`config.mk`:
```
export PLATFORM = sky130hd
export DESIGN_NAME = rnl_neuron_flat
export DESIGN_NICKNAME = d
export VERILOG_FILES = /design/src/rtl/rnl_neuron_if.sv /design/src/rtl/rnl_neuron.sv /design/src/flat_wrapper.sv
export SDC_FILE = /design/constraint.sdc
export NUM_CORES = 1
export LEC_CHECK = 0
export CORE_AREA = 3 3 88 48
export CTS_BUF_LIST = sky130_fd_sc_hd__clkbuf_4 sky130_fd_sc_hd__clkbuf_8
export DETAILED_ROUTE_END_ITERATION = 10
export DIE_AREA = 0 0 91 51
export DONT_BUFFER_PORTS = 1
export PLACE_DENSITY = 0.82
export SYNTH_ARGS = -nofsm -noshare
export SYNTH_HDL_FRONTEND = slang
export SYNTH_SLANG_ARGS = --single-unit
```
`constraint.sdc`:
```
create_clock -name aclk -period 8 [get_ports aclk]
set_clock_uncertainty 0.2 [all_clocks]
set_input_delay 2 -clock aclk [delete_from_list [all_inputs] [get_ports aclk]]
set_output_delay 2 -clock aclk [all_outputs]
set_load 0.05 [all_outputs]
```
`src/rtl/rnl_neuron_if.sv`:
```
// Synapse/spike bundle for rnl_neuron: gamma-cycle control and weights in,
// spike level and timestamp out.
interface rnl_neuron_if #(
   parameter int N_INPUTS          = 4,
   parameter int WEIGHT_WIDTH      = 3,
   parameter int GAMMA_CYCLE_WIDTH = 16
);
   logic                                 grst;
   logic [N_INPUTS-1:0]                  in;
   logic [N_INPUTS*WEIGHT_WIDTH-1:0]     weights;
   logic                                 out;
   logic [$clog2(GAMMA_CYCLE_WIDTH)-1:0] spike_time;
   logic                                 spike_valid;

   modport master (
      output grst, in, weights,
      input  out, spike_time, spike_valid
   );

   modport slave (
      input  grst, in, weights,
      output out, spike_time, spike_valid
   );
endinterface

```
`src/rtl/rnl_neuron.sv`:
```
// Race-logic neuron: each synapse ramps the potential by one per cycle for up to
// its weight once spiked; the first threshold crossing in a gamma cycle fires.
module rnl_neuron #(
   parameter int N_INPUTS          = 4,
   parameter int WEIGHT_WIDTH      = 3,
   parameter int THRESHOLD         = 6,
   parameter int GAMMA_CYCLE_WIDTH = 16
) (
   input logic          aclk,
   input logic          rst_n,
   rnl_neuron_if.slave  bus
);
   localparam int ST_W  = $clog2(GAMMA_CYCLE_WIDTH);
   localparam int POT_W = $clog2(N_INPUTS * ((1 << WEIGHT_WIDTH) - 1) + 1);
   localparam logic [POT_W-1:0] TH      = POT_W'(THRESHOLD);
   localparam logic [ST_W-1:0]  CYC_MAX = ST_W'(GAMMA_CYCLE_WIDTH - 1);

   typedef enum logic [1:0] {IDLE, INTEGRATE, FIRED} state_t;

   state_t                  r_state;
   logic [WEIGHT_WIDTH-1:0] r_w    [N_INPUTS];
   logic [WEIGHT_WIDTH-1:0] r_ramp [N_INPUTS];
   logic [POT_W-1:0]        r_pot;
   logic [ST_W-1:0]         r_cycle;
   logic                    r_out;
   logic                    r_valid;
   logic [ST_W-1:0]         r_spike_time;

   logic [N_INPUTS-1:0]     w_inc;
   logic [POT_W-1:0]        w_cnt;
   logic [POT_W-1:0]        w_pot_next;
   logic                    w_fire;

   // A zero weight never increments since r_ramp < 0 is impossible.
   always_comb begin
      w_cnt = '0;
      for (int unsigned i = 0; i < N_INPUTS; i++) begin
         w_inc[i] = bus.in[i] && (r_ramp[i] < r_w[i]);
         w_cnt    = w_cnt + POT_W'(w_inc[i]);
      end
      w_pot_next = r_pot + w_cnt;
      w_fire     = (r_state == INTEGRATE) && !bus.grst && (w_pot_next >= TH);
   end

   always_ff @(posedge aclk or negedge rst_n) begin
      if (!rst_n) begin
         r_state      <= IDLE;
         r_pot        <= '0;
         r_cycle      <= '0;
         r_out        <= 1'b0;
         r_valid      <= 1'b0;
         r_spike_time <= '0;
         for (int unsigned i = 0; i < N_INPUTS; i++) begin
            r_w[i]    <= '0;
            r_ramp[i] <= '0;
         end
      end else if (bus.grst) begin
         r_state <= INTEGRATE;
         r_pot   <= '0;
         r_cycle <= '0;
         r_out   <= 1'b0;
         r_valid <= 1'b0;
         for (int unsigned i = 0; i < N_INPUTS; i++) begin
            r_w[i]    <= bus.weights[i*WEIGHT_WIDTH +: WEIGHT_WIDTH];
            r_ramp[i] <= '0;
         end
      end else if (r_state != IDLE) begin
         if (r_cycle != CYC_MAX)
            r_cycle <= r_cycle + 1'b1;
         r_pot <= w_pot_next;
         for (int unsigned i = 0; i < N_INPUTS; i++) begin
            if (w_inc[i])
               r_ramp[i] <= r_ramp[i] + 1'b1;
         end
         // Timestamp is the pre-increment count; FIRED keeps integrating but never re-fires.
         if (w_fire) begin
            r_state      <= FIRED;
            r_out        <= 1'b1;
            r_valid      <= 1'b1;
            r_spike_time <= r_cycle;
         end
      end
   end

   assign bus.out         = r_out;
   assign bus.spike_valid = r_valid;
   assign bus.spike_time  = r_spike_time;
endmodule

```
`src/flat_wrapper.sv`:
```
// flat-port wrapper written by rule: the top's interface ports become plain ports
module rnl_neuron_flat 
#(
   parameter int N_INPUTS          = 4,
   parameter int WEIGHT_WIDTH      = 3,
   parameter int THRESHOLD         = 6,
   parameter int GAMMA_CYCLE_WIDTH = 16
)
  (aclk, rst_n, bus_grst, bus_in, bus_weights, bus_out, bus_spike_time, bus_spike_valid);
  rnl_neuron_if #(.N_INPUTS(N_INPUTS), .WEIGHT_WIDTH(WEIGHT_WIDTH), .GAMMA_CYCLE_WIDTH(GAMMA_CYCLE_WIDTH)) bus_i ();
  input logic aclk;
  input logic rst_n;
  input wire logic [$bits(bus_i.grst)-1:0] bus_grst;
  input wire logic [$bits(bus_i.in)-1:0] bus_in;
  input wire logic [$bits(bus_i.weights)-1:0] bus_weights;
  output wire logic [$bits(bus_i.out)-1:0] bus_out;
  output wire logic [$bits(bus_i.spike_time)-1:0] bus_spike_time;
  output wire logic [$bits(bus_i.spike_valid)-1:0] bus_spike_valid;
  assign bus_i.grst = bus_grst;
  assign bus_i.in = bus_in;
  assign bus_i.weights = bus_weights;
  assign bus_out = bus_i.out;
  assign bus_spike_time = bus_i.spike_time;
  assign bus_spike_valid = bus_i.spike_valid;
  rnl_neuron #(.N_INPUTS(N_INPUTS), .WEIGHT_WIDTH(WEIGHT_WIDTH), .THRESHOLD(THRESHOLD), .GAMMA_CYCLE_WIDTH(GAMMA_CYCLE_WIDTH)) u_core (.aclk(aclk), .rst_n(rst_n), .bus(bus_i));
endmodule
```
==> metrics.md <==
| Metric | Value |
|---|---|
| Hold_ws | `313 ps` |
| Wire per inst | `14.3 um` |
| Setup Viol. Count Final | `0` |
| Clock transition at path regs | `70 ps` |
| CP top delay family | `adder cells` |
| Type of the worst setup path | `in2reg` |
| Distinct cell type count after synthesis | `34` |
| H-tree Lvls | `2` |
| Port Buf Inserts | `0` |
| Critical-path cell list | `o211a_1 -> ha_1 -> fa_1 -> ha_1 -> fa_1 -> xor2_1 -> a32o_1 -> a211oi_2 -> nor3_2 -> mux2_2` |
| Slew HR | `29.9%` |
| CP max stage delay | `470 ps` |
| Cells after Synth | `201` |
| Largest family of logic cells by synthesized area | `compound AO/OA/AOI/OAI gates` |
| Top cell type by total area after synthesis | `dfrtp_1` |
| Antenna Cells | `0` |
| First DRT Iteration DRCs | `57` |
| Hold buffers post-CTS | `0` |
| Commonest non-fill, non-tap cell in the layout | `dfrtp_1` |
| Die height | `just over 50 um` |
| Vias per inst | `approximately 5.5` |
| Post-CTS Resized | `0` |
| PwrDens | `roughly 280 nW/um2` |
| Routed WL | `3630 um` |
| Setup Buffers After CTS | `0` |
| Crit path launch type | `input pin` |
| RSZ-0062 raised after global routing | `no` |
| 1st-pass router iterations | `4` |
| Leakage | `1.10 nW` |
| Post-synth top area share | `46.8%` |
| Synth area leaders | `dfrtp_1 (47%), ha_1 (11%), mux2_2 (4.3%)` |
| # IOs | `25` |
| Critical path launch point | `bus_in[0]` |
| Run status | `finished clean` |
| Synthesized area | `2080 um2` |
| Final instance area | `2200 um2` |
| WP depth | `10` |
| CP max FO | `4` |
| Post-layout min period | `4750 ps` |
| Crit. End Element | `flop` |
| Post-DP Area | `around 2100 um2` |
| Vias in the first global route | `1504` |
| Final hold viol count | `0` |
| Layout area overhead | `5.83%` |
| Clk buf depth | `2` |
| Area share of fa/ha/maj cells after synthesis | `12.7%` |
| Synthesized net count | `240` |
| Post-synthesis sequential area ratio | `around 47%` |
| Core Area | `between 3000 and 4000 um2` |
| Worst Hold Class | `reg2reg` |
| Clock Sinks | `39` |
| Share of cells above drive strength 1 | `10.4%` |
| Worst-skew pair later-pin latency | `290 ps` |
| Die X | `slightly above 90 um` |
| R2R Path End | `u_core.bus.spike_time[3]` |
| Crit path required time | `7970 ps` |
| Worst Max-Slew Pin Slew | `1050 ps` |
| Worst path slowest cell | `fa_1` |
| Gr usage total | `18.0%` |
| TritonCTS buffer count | `5` |
| Grt total ovfl | `0` |
| Synth Area in Compound Gates | `13.3%` |
| Post-synthesis xor/xnor area fraction | `around 3%` |
| Most frequent cells in the layout | `dfrtp_1 (39), inv_1 (21), ha_1 (18)` |
| Peak Freq | `210 MHz` |
| Pin count of the biggest net entering global routing | `45` |
| Fin. max-slew vios | `0` |
| Fin Setup TNS | `0 ps` |
| Final Cycle Share | `approximately three fifths` |
| Total number of vias | `1383` |
| Initial core utilization | `between 60% and 70%` |
| Register-to-register setup slack | `4080 ps` |
| Initial antenna violation count | `0` |
| Row count | `15` |
| CP bufs+invs | `0` |
| Post-synthesis mux area share | `6.73%` |
| Remaining DRCs | `0` |
| Final HPWL from detailed placement | `2650 um` |
| Post-Synth Simple-Gate Area | `around an eighth` |
| Worst setup path endpoint | `u_core.bus.spike_time[3]` |
| FF-to-FF Start | `u_core.r_ramp[7]` |
| First-pass GRT wire length | `between 6000 and 7000 um` |
| Avg Inst Size Synth | `10.4 um2` |
| Maximum vdd drop | `0.145 mV` |
| Nets | `between 200 and 250` |
| Die Area | `4640 um2` |
| Final ANT Viol Nets | `0` |
| Ys Warns | `0` |
| Max-Cap Viols | `0` |
| CTS tree | `done` |
| CP arrival | `4720 ps` |
| Register bit count reported by yosys | `39` |
| GP Congestion | `0.799` |
| Worst r2r path cells | `12` |
| Root Driver | `clkbuf_8` |
-- metal layers --
layer  up-vias  global-route usage (%)  wire (um)
li1        685                       -          -
met1       674                    20.5       1610
met2        18                    32.4       1760
met3         6                    6.62        212
met4         0                    5.25         43
met5         -                       0          0
-- metrics by stage --
step,std cells,power [mW],setup slack [ps],util (%)
after CTS,253,0.622,3250,63.8
after global placement,245,0.471,3050,61.3
after global routing,253,0.667,3130,63.8
after detailed placement,245,0.486,2970,61.3
final,253,0.614,3250,63.8
after floorplan,201,0.447,3170,-
-- cells in the mapped netlist --
cell       count
a211oi_2       1
or2_2          1
a32o_1         1
a31oi_1        1
nor2_1        14
mux2_2         8
xor2_1         6
nor3b_1        1
or3_1          6
nor3_1         2
o21ai_0       16
buf_4          1
xnor2_1        1
and3_4         1
a21oi_1       14
mux2i_1        5
buf_2          1
ha_1          18
o22ai_1        1
a21o_2         1
nor2b_1        1
nand2b_1       6
fa_1           2
and3_1         1
nand3_1        1
nor3_2         1
inv_1         21
a311oi_1       1
o2111ai_1      4
dfrtp_1       39
o211a_1        4
and4b_1        1
clkbuf_1       5
nand2_1       14
-- flip-flops by register name, indices dropped and copies added, names as in the netlist --
register               count
u_core.r_pot               5
u_core.r_w                12
u_core.bus.out             1
u_core.r_state             1
u_core.bus.spike_time      4
u_core.r_cycle             4
u_core.r_ramp             12
-- area by class of cell --
type / count / area, um2
inverter: 21 / 78.8
clock buffer: 7 / 83.8
tap: 51 / 63.8
sequential: 39 / 976
fill: 284 / 1250
multi-input combinational: 134 / 997
clock inverter: 1 / 5.00
-- report_power, final --
part | switching, mW | total [mW] | leakage, nW | internal (mW)
combinational | 0.0995 | 0.188 | 0.546 | 0.0882
sequential | 0.0619 | 0.295 | 0.504 | 0.233
clock | 0.0638 | 0.132 | 0.0491 | 0.0679
total | 0.225 | 0.614 | 1.10 | 0.389
-- worst min-delay path by stage --
| stage | from | end | depth (start not counted) |
|---|---|---|---|
| 2_1_floorplan | u_core.r_w[0] | u_core.r_w[0] | 1 |
| 3_3_place_gp | u_core.r_w[3] | u_core.r_w[3] | 1 |
| 3_5_place_dp | u_core.r_w[3] | u_core.r_w[3] | 1 |
| 4_1_cts | u_core.r_w[3] | u_core.r_w[3] | 1 |
| 5_1_grt | u_core.r_w[9] | u_core.r_w[9] | 1 |
| 6_report | u_core.r_w[3] | u_core.r_w[3] | 1 |
-- logic make-up after synthesis --
kind of cell             count (synthesis)
AND/OR/NAND/NOR                         50
flip-flops                              39
buffers and inverters                   28
XOR/XNOR                                 7
multiplexers                            13
adder cells (fa/ha/maj)                 20
AO/OA/AOI/OAI                           44
Power figures use the tool's default switching activity.
